--- config.mk ---
export PLATFORM = sky130hd
export DESIGN_NAME = rcc_sys_clk_sw_ctrl
export DESIGN_NICKNAME = d
export VERILOG_FILES = /design/src/rtl/rcc_sys_clk_sw_ctrl.sv
export SDC_FILE = /design/constraint.sdc
export NUM_CORES = 1
export LEC_CHECK = 0
export CELL_PAD_IN_SITES_DETAIL_PLACEMENT = 0
export CELL_PAD_IN_SITES_GLOBAL_PLACEMENT = 1
export CORE_MARGIN = 8
export CORE_UTILIZATION = 39
export CTS_CLUSTER_DIAMETER = 100
export DETAILED_ROUTE_END_ITERATION = 16
export GPL_TIMING_DRIVEN = 0
export PLACE_DENSITY_LB_ADDON = 0.1
export SLEW_MARGIN = 5
export SYNTH_ARGS = -nofsm -noshare
export SYNTH_HDL_FRONTEND = slang
export SYNTH_SLANG_ARGS = --single-unit
--- constraint.sdc ---
create_clock -name hsi_clk -period 1.73 [get_ports hsi_clk]
set_input_delay 0.346 -clock hsi_clk [delete_from_list [all_inputs] [get_ports hsi_clk]]
set_output_delay 0.346 -clock hsi_clk [all_outputs]
set_load 0.01 [all_outputs]
--- src/rtl/rcc_sys_clk_sw_ctrl.sv ---
// System clock source switch sequencer: ready wait, gate, switch, settle, ungate, with CSS fallback to HSI.
// Optional stop-entry wake-source switching is enabled by defining RCC_SYS_CLK_STOP_WAKE_EN.
module rcc_sys_clk_sw_ctrl #(
  parameter int unsigned SETTLE_CYCLES = 4,
  parameter int unsigned RDY_TIMEOUT   = 1024,
  parameter int unsigned CNT_W         = 16
) (
  input  logic       hsi_clk,
  input  logic       sys_rst,
  input  logic [1:0] sw_req,
  input  logic       sw_wr,
  input  logic [3:0] src_rdy,
  input  logic       css_fail,
`ifdef RCC_SYS_CLK_STOP_WAKE_EN
  input  logic       stop_entry,
  input  logic       stopwuck,
`endif
  output logic [1:0] sys_clk_sw,
  output logic       sys_clk_gate_en,
  output logic [1:0] sws,
  output logic       sw_busy,
  output logic       sw_err,
  output logic       css_flag
);

  typedef enum logic [1:0] {
    ST_IDLE        = 2'd0,
    ST_WAIT_RDY    = 2'd1,
    ST_GATE_PRE    = 2'd2,
    ST_SWITCH_HOLD = 2'd3
  } state_t;

  localparam logic [CNT_W-1:0] SETTLE_LAST = CNT_W'(SETTLE_CYCLES - 32'd1);
  localparam logic [CNT_W-1:0] TMO_LAST    = CNT_W'(RDY_TIMEOUT - 32'd1);
  localparam logic [1:0]       SRC_HSI     = 2'd0;
  localparam logic [1:0]       SRC_HSE     = 2'd2;

  state_t           r_state;
  logic [CNT_W-1:0] r_cnt;
  logic [1:0]       r_target;
  logic [1:0]       r_sel;
  logic [1:0]       r_sws;
  logic             r_gate;
  logic             r_busy;
  logic             r_err;
  logic             r_css_flag;

  state_t           w_state_nxt;
  logic [CNT_W-1:0] w_cnt_nxt;
  logic [1:0]       w_target_nxt;
  logic [1:0]       w_sel_nxt;
  logic [1:0]       w_sws_nxt;
  logic             w_gate_nxt;
  logic             w_busy_nxt;
  logic             w_err_nxt;
  logic             w_css_flag_nxt;
  logic             w_req_vld;
  logic [1:0]       w_req_src;
  logic             w_gated_hsi;
  logic             w_css_hit;

  // An HSI fallback already in its gate/hold phase must not be restarted by a still-asserted css_fail.
  assign w_gated_hsi = (r_target == SRC_HSI) &&
                       ((r_state == ST_GATE_PRE) || (r_state == ST_SWITCH_HOLD));
  assign w_css_hit   = css_fail && ((r_sws == SRC_HSE) || (r_busy && (r_target == SRC_HSE))) &&
                       !w_gated_hsi;

  // Qualify a new switch request from software or, optionally, stop entry.
  always_comb begin
    w_req_vld = 1'b0;
    w_req_src = sw_req;
    if (sw_wr) begin
      w_req_src = sw_req;
      w_req_vld = (sw_req != r_sws) && !(css_fail && (sw_req == SRC_HSE));
    end
`ifdef RCC_SYS_CLK_STOP_WAKE_EN
    else if (stop_entry) begin
      w_req_src = {1'b0, stopwuck};
      w_req_vld = ({1'b0, stopwuck} != r_sws);
    end
`endif
    else begin
      w_req_src = sw_req;
      w_req_vld = 1'b0;
    end
  end

  // Next-state and next-output computation for the switch sequencer.
  always_comb begin
    w_state_nxt    = r_state;
    w_cnt_nxt      = r_cnt;
    w_target_nxt   = r_target;
    w_sel_nxt      = r_sel;
    w_sws_nxt      = r_sws;
    w_gate_nxt     = r_gate;
    w_busy_nxt     = r_busy;
    w_err_nxt      = 1'b0;
    w_css_flag_nxt = r_css_flag;
    if (sw_wr) begin
      w_css_flag_nxt = 1'b0;
    end else begin
      w_css_flag_nxt = r_css_flag;
    end
    if (w_css_hit) begin
      w_target_nxt   = SRC_HSI;
      w_busy_nxt     = 1'b1;
      w_css_flag_nxt = 1'b1;
      w_cnt_nxt      = {CNT_W{1'b0}};
      case (r_state)
        ST_GATE_PRE: begin
          w_state_nxt = ST_GATE_PRE;
        end
        ST_SWITCH_HOLD: begin
          // Select already moved to HSE; gate is low, so retarget now and hold a full settle.
          w_state_nxt = ST_SWITCH_HOLD;
          w_sel_nxt   = SRC_HSI;
        end
        default: begin
          w_state_nxt = ST_GATE_PRE;
          w_gate_nxt  = 1'b0;
        end
      endcase
    end else begin
      case (r_state)
        ST_IDLE: begin
          w_cnt_nxt = {CNT_W{1'b0}};
          if (w_req_vld) begin
            w_target_nxt = w_req_src;
            w_busy_nxt   = 1'b1;
            w_state_nxt  = ST_WAIT_RDY;
          end else begin
            w_state_nxt = ST_IDLE;
          end
        end
        ST_WAIT_RDY: begin
          if (src_rdy[r_target]) begin
            w_state_nxt = ST_GATE_PRE;
            w_gate_nxt  = 1'b0;
            w_cnt_nxt   = {CNT_W{1'b0}};
          end else if (r_cnt == TMO_LAST) begin
            w_state_nxt = ST_IDLE;
            w_err_nxt   = 1'b1;
            w_busy_nxt  = 1'b0;
            w_cnt_nxt   = {CNT_W{1'b0}};
          end else begin
            w_cnt_nxt = r_cnt + CNT_W'(1);
          end
        end
        ST_GATE_PRE: begin
          if (r_cnt == SETTLE_LAST) begin
            w_state_nxt = ST_SWITCH_HOLD;
            w_sel_nxt   = r_target;
            w_cnt_nxt   = {CNT_W{1'b0}};
          end else begin
            w_cnt_nxt = r_cnt + CNT_W'(1);
          end
        end
        ST_SWITCH_HOLD: begin
          if (r_cnt == SETTLE_LAST) begin
            w_state_nxt = ST_IDLE;
            w_gate_nxt  = 1'b1;
            w_sws_nxt   = r_target;
            w_busy_nxt  = 1'b0;
            w_cnt_nxt   = {CNT_W{1'b0}};
          end else begin
            w_cnt_nxt = r_cnt + CNT_W'(1);
          end
        end
        default: begin
          w_state_nxt = ST_IDLE;
          w_gate_nxt  = 1'b1;
          w_busy_nxt  = 1'b0;
          w_cnt_nxt   = {CNT_W{1'b0}};
        end
      endcase
    end
  end

  // State and output registers; reset leaves HSI selected with the clock running.
  always_ff @(posedge hsi_clk or posedge sys_rst) begin
    if (sys_rst) begin
      r_state    <= ST_IDLE;
      r_cnt      <= {CNT_W{1'b0}};
      r_target   <= 2'd0;
      r_sel      <= 2'd0;
      r_sws      <= 2'd0;
      r_gate     <= 1'b1;
      r_busy     <= 1'b0;
      r_err      <= 1'b0;
      r_css_flag <= 1'b0;
    end else begin
      r_state    <= w_state_nxt;
      r_cnt      <= w_cnt_nxt;
      r_target   <= w_target_nxt;
      r_sel      <= w_sel_nxt;
      r_sws      <= w_sws_nxt;
      r_gate     <= w_gate_nxt;
      r_busy     <= w_busy_nxt;
      r_err      <= w_err_nxt;
      r_css_flag <= w_css_flag_nxt;
    end
  end

  assign sys_clk_sw      = r_sel;
  assign sys_clk_gate_en = r_gate;
  assign sws             = r_sws;
  assign sw_busy         = r_busy;
  assign sw_err          = r_err;
  assign css_flag        = r_css_flag;

endmodule

==> results.md, run 1 <==
- Clock transition at path regs: about 0.1 ns
- Hpwl dp: 2510 µm
- Kind of start point of the critical path: flip-flop
- Pre-CTS setup slack: -0.416 ns
- IO buf count: 17
- Num CTS Buffers: 3
- CTS Buffer Depth: 2
- Sw Ratio: 40.5%
- Number of global-route vias before repair: 1256
- Initial antenna violation count: 0
- Seq/Total Area, Yosys: 44.5%
- Pleak: 0.893 nW
- Period utilization: 105%
- Vias per cell: 5.35
- Yosys cell types: 39
- Crit. Startpoint: r_cnt[0]
- Logic pwr share: 59.5%
- # Max-Cap Violations: 0
- Mapped Cells: between 150 and 200
- Failing checks: negative setup slack
- H-Tree Depth: 1
- Final wirelength: between 3000 and 4000 µm
- Filler Cells Inserted: 320
- Fin. max-slew vios: 0
- Outcome: complete, but fails checks
- Layout area overhead: 39.8%
- WS Path Type: flip-flop to flip-flop
- FF-to-FF Start: r_cnt[0]
- Clock root cell: clkbuf_8
- Avg Cell Area, Syn: 10.1 µm²
- Critical-path top delay cell: dfrtp_1
- Clk_lat worst skew: 0.28 ns
- Peak VDD IR: 0.769 mV
- RePlAce Congestion: approximately 0.76
- Tot GR Track Use: a little under an eighth
- Layout cells sized above 1: about a third
- PwrDens: 1500 mW/mm²
- Seq pwr share: 29.4%
- RSZ-0062 raised after global routing: true
- Hold slack: 0.491 ns
- Total grt overflow: 0
- WP data required: 1.90 ns
- Tmin final: 1.81 ns
- Die W: roughly 80 µm
- DR pass1 iterations: 4
- Reported net switching power: approximately 1.3 mW
- Worst Hold Class: flip-flop to flip-flop
- Die area: 0.00633 mm²
- Clock power share: 11.1%
- Slew HR: roughly 29%
- Hold_sp: sys_clk_gate_en
- Std cell rows: 23
- Peak Freq: 553 MHz
- CP delay by family, top: simple AND/OR/NAND/NOR gates
- I/O pins: 18
- Remaining DRCs: 0
- Internal: approximately 2.0 mW
- #FFs+latches synth: 28
- Initial core utilization: 40.0%
- CTS tree: built
- Antenna Cells: 0
- Pwr Total: 3.31 mW
- Final Skew: 0.00630 ns
- Routed via count: 1315
- Hold Violations, Final: 0
- Worst Path Arrival: 1.98 ns
- Synthesized area: 0.00158 mm²
- Routed WL per cell: 15.1 µm
- Critical Path Sink Type: flip-flop
- CP max stage delay: 0.41 ns
- Post-DRT Antenna Nets: 0
- Total core area: ~0.004 mm²
- Dpl cells: 223
- Total negative setup slack: -0.835 ns
- Die Height: between 70 and 80 µm
- Global-route wire length before repair: 5900 µm
- Critical path, cell by cell: ha_4 -> nor4b_4 -> and4_4 -> a2111oi_4 -> o21ai_4 -> clkbuf_16 -> nor2_4
- Worst slew pin tran: 1.06 ns
- CP max FO: 6
- Worst setup margin: -0.0785 ns
- Syn Nets: 167
- # clock sinks: 28
- DRT iter0 DRCs: 81
- Largest net degree at the start of global routing: 29
- Synth warnings: 0
- Nets: 208
- Count of final setup violators: 20
- CP bufs+invs: 1
- Final Non-Filler Cells: approximately 250
per-layer routing:
| metal | part of all wire (%) | GRT usage [%] |
|---|---|---|
| met4 | 2.0 | 5.56 |
| met5 | 0 | 0 |
| met3 | 4.1 | 2.36 |
| met1 | 41 | 13.3 |
| met2 | 53 | 20.5 |
state kept, by name, indices dropped and copies added, names as in the netlist:
| name | cells |
|---|---|
| sws | 2 |
| sw_err | 1 |
| sys_clk_gate_en | 1 |
| sys_clk_sw | 2 |
| r_state | 2 |
| r_cnt | 16 |
| css_flag | 1 |
| r_target | 2 |
| sw_busy | 1 |
cells in the final DEF, fill, tap and decap left out, types with 2 or more instances in the layout:
| cell type | synthesis | layout |
|---|---|---|
| nand3_4 | 0 | 2 |
| clkdlybuf4s50_1 | 0 | 16 |
| o21ai_0 | 9 | 5 |
| mux2_4 | 0 | 2 |
| nor2_1 | 11 | 6 |
| buf_4 | 0 | 13 |
| nand3_1 | 8 | 7 |
| nor3_1 | 6 | 3 |
| xor2_1 | 13 | 13 |
| and3_1 | 4 | 4 |
| nor2_2 | 10 | 4 |
| o2bb2ai_1 | 2 | 2 |
| nor3_2 | 0 | 3 |
| dfrtp_1 | 27 | 26 |
| buf_6 | 4 | 8 |
| nand2_1 | 9 | 8 |
| nand4_1 | 6 | 6 |
| and4_4 | 3 | 3 |
| a21oi_1 | 5 | 5 |
| xnor2_1 | 4 | 4 |
| clkbuf_1 | 2 | 2 |
| nor2_4 | 0 | 11 |
| o21ai_1 | 0 | 3 |
| clkbuf_8 | 0 | 3 |
| inv_1 | 8 | 8 |
cell type report:
| cell class | count | area, µm² | area share (%) |
|---|---|---|---|
| tap | 50 | 62.6 | 2.84 |
| timing repair buffer | 36 | 348 | 15.8 |
| buffer | 6 | 57.6 | 2.61 |
| clock buffer | 4 | 45.0 | 2.04 |
| sequential | 28 | 703 | 31.9 |
| inverter | 8 | 30.0 | 1.36 |
| multi-input combinational | 114 | 958 | 43.5 |
what timing repair did:
action | in CTS | in global routing
hold buffers | 0 | 0
gates cloned | 0 | 1
buffers inserted | 14 | 6
pin swaps | 13 | 15
endpoints found under the setup margin | 23 | 23
gates resized for setup | 17 | 30
power groups by stage:
stage,Sequential [mW],Clock (mW),Combinational [mW]
floorplan,0.975,0,0.823
global placement,0.972,0,1.17
detailed placement,0.979,0,1.19
CTS,0.963,0.385,1.53
global route,0.992,0.423,2.10
finish,0.972,0.367,1.97
through the flow:
stage / area [µm²] / utilization, %
final: 2200 / 55.9
after CTS: 2020 / 51.2
after global routing: 2200 / 55.9
after detailed placement: 1810 / 46.0
after global placement: 1810 / 46.0
after floorplan: 1580 / -
synth_stat cells, drive strengths merged:
cell / instances / area [µm²]
a2111oi: 1 / 27.5
and2b: 1 / 7.51
nand2: 9 / 33.8
a21oi: 5 / 25.0
o21ai: 10 / 61.3
buf: 4 / 45.0
ha: 1 / 12.5
o21a: 1 / 7.51
and4: 3 / 33.8
nor2b: 1 / 8.76
mux2i: 1 / 10.0
mux2: 2 / 22.5
nand2b: 1 / 6.26
nor2: 21 / 104
nand3b: 1 / 7.51
o2bb2ai: 2 / 17.5
o2111ai: 1 / 8.76
a211oi: 1 / 7.51
o211ai: 1 / 7.51
nor3: 6 / 30.0
xnor2: 4 / 35.0
xor2: 13 / 114
o21bai: 1 / 7.51
nand4: 6 / 37.5
nor4: 2 / 12.5
a31oi: 2 / 12.5
and2: 1 / 6.26
and3: 4 / 25.0
o2111a: 1 / 11.3
a211o: 1 / 17.5
clkbuf: 2 / 7.51
dfstp: 1 / 26.3
inv: 8 / 30.0
nand3: 9 / 50.1
nor4b: 1 / 23.8
dfrtp: 27 / 676
path summary, 6_finish.rpt:
kind | endpoint | slack (ns) | cells after the start
max | r_cnt[9] | -0.08 | 7
min | sys_clk_gate_en | 0.49 | 2
max reg2reg | r_cnt[9] | -0.08 | 7
min reg2reg | sys_clk_gate_en | 0.49 | 2
max in group asynchronous | r_cnt[3] | 0.39 | 2
min in group asynchronous | r_state[1] | 0.63 | 2
cells by family (layout without fill, tap and decap cells):
| kind of cell | Yosys count | after routing | share of synthesized area, % |
|---|---|---|---|
| xor+xnor | 17 | 17 | 9.44 |
| simple gates | 66 | 66 | 24.5 |
| compound gates | 27 | 27 | 13.4 |
| buf+inv | 14 | 54 | 5.24 |
| flops | 28 | 28 | 44.5 |
| fa+ha+maj | 1 | 1 | 0.794 |
| mux | 3 | 3 | 2.06 |
worst register-to-register path, delay by kind of cell (launching register included):
family	cells	cell delay (ns)
AO/OA/AOI/OAI	2	0.37
adder cells (fa/ha/maj)	1	0.15
buffers and inverters	1	0.23
flip-flops	1	0.41
AND/OR/NAND/NOR	3	0.54
(Power assumes the default switching activity.)
==> run 2: changes to the inputs <==
--- a/config.mk
+++ b/config.mk
@@ -5,10 +5,11 @@
 export SDC_FILE = /design/constraint.sdc
 export NUM_CORES = 1
 export LEC_CHECK = 0
+export ABC_AREA = 1
 export CELL_PAD_IN_SITES_DETAIL_PLACEMENT = 0
 export CELL_PAD_IN_SITES_GLOBAL_PLACEMENT = 1
-export CORE_MARGIN = 8
-export CORE_UTILIZATION = 39
+export CORE_MARGIN = 1.5
+export CORE_UTILIZATION = 36
 export CTS_CLUSTER_DIAMETER = 100
 export DETAILED_ROUTE_END_ITERATION = 16
 export GPL_TIMING_DRIVEN = 0
==> constraint.sdc (replaced) <==
create_clock -name hsi_clk -period 1.73 [get_ports hsi_clk]
set_input_delay 0.346 -clock hsi_clk [delete_from_list [all_inputs] [get_ports hsi_clk]]
set_output_delay 0.346 -clock hsi_clk [all_outputs]
set_load 0.02 [all_outputs]
==> results.md, run 2 <==
- Initial antenna violation count: 0 (unchanged)
- Clock power share: 16.7% (+5.6 points)
- Worst setup margin: 0.112 ns (+0.191 ns)
- Seq pwr share: 40.7% (+11 points)
- Filler Cells Inserted: 429 (+34%)
- Synthesized area: 0.00158 mm² (about the same)
- Outcome: completed
- Final Skew: 0.00387 ns (-0.00243 ns)
- Pleak: 0.928 nW (+3.9%)
- Critical Path Sink Type: output port
- Total negative setup slack: 0 ns (+0.835 ns)
- Number of global-route vias before repair: 1350 (+7.5%)
- Clock transition at path regs: 0.09 ns (about the same)
- Tmin final: 1.62 ns (-0.191 ns)
- Yosys top cell area share: 42.9% (about the same)
- DR pass1 iterations: 4 (unchanged)
- Register bank with the most flops: r_cnt
- I/O pins: 18 (unchanged)
- Layout area overhead: 20.2%
- Avg Cell Area, Syn: 7.54 µm² (-25%)
- Routed via count: 1342 (+2.1%)
- Mapped Cells: 209 (+34%)
- WHS Endpoint: r_cnt[0]
- Top-count cell post-synth: nand2_1
- Syn Nets: 220 (+32%)
- Vias per cell: 4.76 (-11%)
- Yosys cell types: 23 (-41%)
- CP bufs+invs: 1 (unchanged)
- Logic pwr share: 42.6% (-17 points)
- Post-DRT Antenna Nets: 0 (unchanged)
- Num CTS Buffers: 3 (unchanged)
- CTS tree: built
- Internal: 1.45 mW (-26%)
- Die area: 0.00478 mm² (-24%)
- DRT iter0 DRCs: 61 (-25%)
- CP max stage delay: 0.61 ns (+0.20 ns)
- CP delay by family, top: buffers and inverters
- Top Layer Used: met4
- Max reg flops: 16 (unchanged)
- Largest net degree at the start of global routing: 29 (unchanged)
- Post-synth top area cell: dfrtp_1
- Antenna Cells: 0 (unchanged)
- Peak Freq: 618 MHz (+12%)
- # Max-Cap Violations: 0 (unchanged)
- Most used DFF post-synth: dfrtp_1
- Total grt overflow: 0 (unchanged)
- RePlAce Congestion: 0.777 (+2.1%)
- Synth top area cells: dfrtp_1, nand2_1, nor2_1, inv_1, nand3_1
- Final wirelength: 3340 µm (-10%)
- Commonest non-fill, non-tap cell in the layout: nand2_1
- H-Tree Depth: 1 (unchanged)
- Met1 WL: 1720 µm (+14%)
- WS Path Type: flip-flop to output port
- Met2 wire len: 1530 µm (-22%)
- Initial core utilization: 38.3% (-1.7 points)
- Slew HR: 27.6% (-1.3 points)
- # clock sinks: 28 (unchanged)
- Post-CTS Hold Fix Bufs: 0 (unchanged)
- PwrDens: 1270 mW/mm² (-16%)
- Std cell rows: 23 (unchanged)
- Fin. max-slew vios: 0 (unchanged)
- Count of final setup violators: 0 (-100%)
- Global-route wire length before repair: 6200 µm (+5.2%)
- Remaining DRCs: 0 (unchanged)
- Dpl cells: 276 (+24%)
- IO buf count: 17 (unchanged)
- Peak VDD IR: 0.647 mV (-16%)
- Critical-path top delay cell: clkdlybuf4s50_1
- Total core area: 0.00412 mm² (+4.4%)
- Kind of start point of the critical path: flip-flop
- Total stage count of the critical path: 1 (-6)
- Most frequent cells after synthesis: nand2_1, nor2_1, dfrtp_1
- Worst Hold Class: flip-flop to flip-flop
- Commonest cells after routing, fill and taps aside: nand2_1, nor2_1, dfrtp_1
- Seq/Total Area, Yosys: 44.6% (about the same)
- CTS Buffer Depth: 2 (unchanged)
- Reported net switching power: 0.945 mW (-29%)
- Worst slew pin tran: 1.08 ns (+0.0197 ns)
- Die Height: 69.2 µm (-13%)
- Clock root cell: clkbuf_8
- FF-to-FF Start: r_cnt[0]
- Hold_sp: r_cnt[0]
- Clk_lat worst skew: 0.27 ns (about the same)
- Layout cells sized above 1: 12.1% (-22 points)
- Hold Violations, Final: 0 (unchanged)
- Pre-CTS setup slack: -0.0569 ns (+0.359 ns)
- Worst R2R Path Depth: 11 (+4)
- Ys async rst share: 100% (unchanged)
- Worst Path Arrival: 1.27 ns (-0.71 ns)
- Post-synth EDFFs: 0 (unchanged)
- Critical path, cell by cell: clkdlybuf4s50_1
- Reg2Reg Setup Slack: 0.17 ns (+0.25 ns)
- Synth warnings: 0 (unchanged)
- Sw Ratio: 39.5% (-1.0 points)
- Hpwl dp: 2640 µm (+5.3%)
- WP data required: 1.38 ns (-0.52 ns)
- Tot GR Track Use: 15.6% (+3.9 points)
- Die W: 69.2 µm (-13%)
- Nets: 244 (+17%)
- CP max FO: 3 (-3)
- Final Non-Filler Cells: 282 (+15%)
- RSZ-0062 raised after global routing: false
- Hold slack: 0.470 ns (-0.0207 ns)
- #FFs+latches synth: 28 (unchanged)
- Routed WL per cell: 11.8 µm (-22%)
- Worst r2r dst: r_cnt[8]
- Period utilization: 93.5% (-11 points)
- Hold Crit Depth: 1 (-1)
- Routed wl met3: 63 µm (-59%)
-- run 2: per-stage QoR --
step | total power [mW] | utilization, % | instance area [µm²]
after floorplan | 1.65 | - | 1580
after global placement | 1.96 | 43.9 | 1810
after detailed placement | 1.98 | 43.9 | 1810
after CTS | 2.38 | 45.2 | 1860
after global routing | 2.63 | 46.0 | 1890
final | 2.40 | 46.0 | 1890
-- run 2: repair_timing --
action                                 in CTS  in global routing
gates resized for setup                     1                  7
endpoints found under the hold margin       0                  0
setup endpoints to repair                   1                 14
setup buffers                               0                  2
pin swaps                                   0                  0
-- run 2: how the worst max path moves through the flow --
stage,from,endpoint
2_1_floorplan,r_cnt[0],r_cnt[13]
3_3_place_gp,css_fail,r_target[0]
3_5_place_dp,css_fail,r_target[0]
4_1_cts,sws[0],sws[0]
5_1_grt,r_cnt[0],r_cnt[1]
6_report,sw_busy,sw_busy
-- run 2: power by group through the flow --
stage,combinational [mW],clock (mW),sequential [mW]
2_1_floorplan,0.622,0,1.02
3_3_place_gp,0.972,0,0.984
3_5_place_dp,0.990,0,0.985
4_1_cts,0.990,0.422,0.973
5_1_grt,1.17,0.453,1.01
6_report,1.02,0.401,0.975
-- run 2: worst reg2reg max path: cells and delay by family, from the launching register on --
kind,cells,cell delay [ns]
adders and majority gates,1,0.20
buffers and inverters,2,0.22
DFF,1,0.41
and+or+nand+nor,8,0.65
-- run 2: kinds of logic (layout without fill, tap and decap cells) --
group | count (synthesis) | count (layout) | share of synthesized area [%]
AO/OA/AOI/OAI | 16 | 16 | 5.32
XOR/XNOR | 12 | 12 | 6.67
adder cells (fa/ha/maj) | 1 | 1 | 0.794
buffers and inverters | 24 | 47 | 6.67
flip-flops | 28 | 28 | 44.6
AND/OR/NAND/NOR | 128 | 128 | 36.0
-- run 2: layout make-up --
cell class              count  area [µm²]  share of cell area, %
plain buffers               2        26.3                   1.39
inverters                  22        82.6                   4.36
clock buffers               4        55.1                   2.91
flip-flops and latches     28         702                   37.1
repair buffers             19         189                   9.98
well taps                  50        62.6                   3.30
multi-input cells         157         776                   41.0
-- run 2: routing by layer --
layer | vias up | global-route usage [%]
met5 | - | 0
met4 | 0 | 2.61
met3 | 2 | 3.51
met2 | 9 | 24.3
met1 | 634 | 22.6
li1 | 697 | -
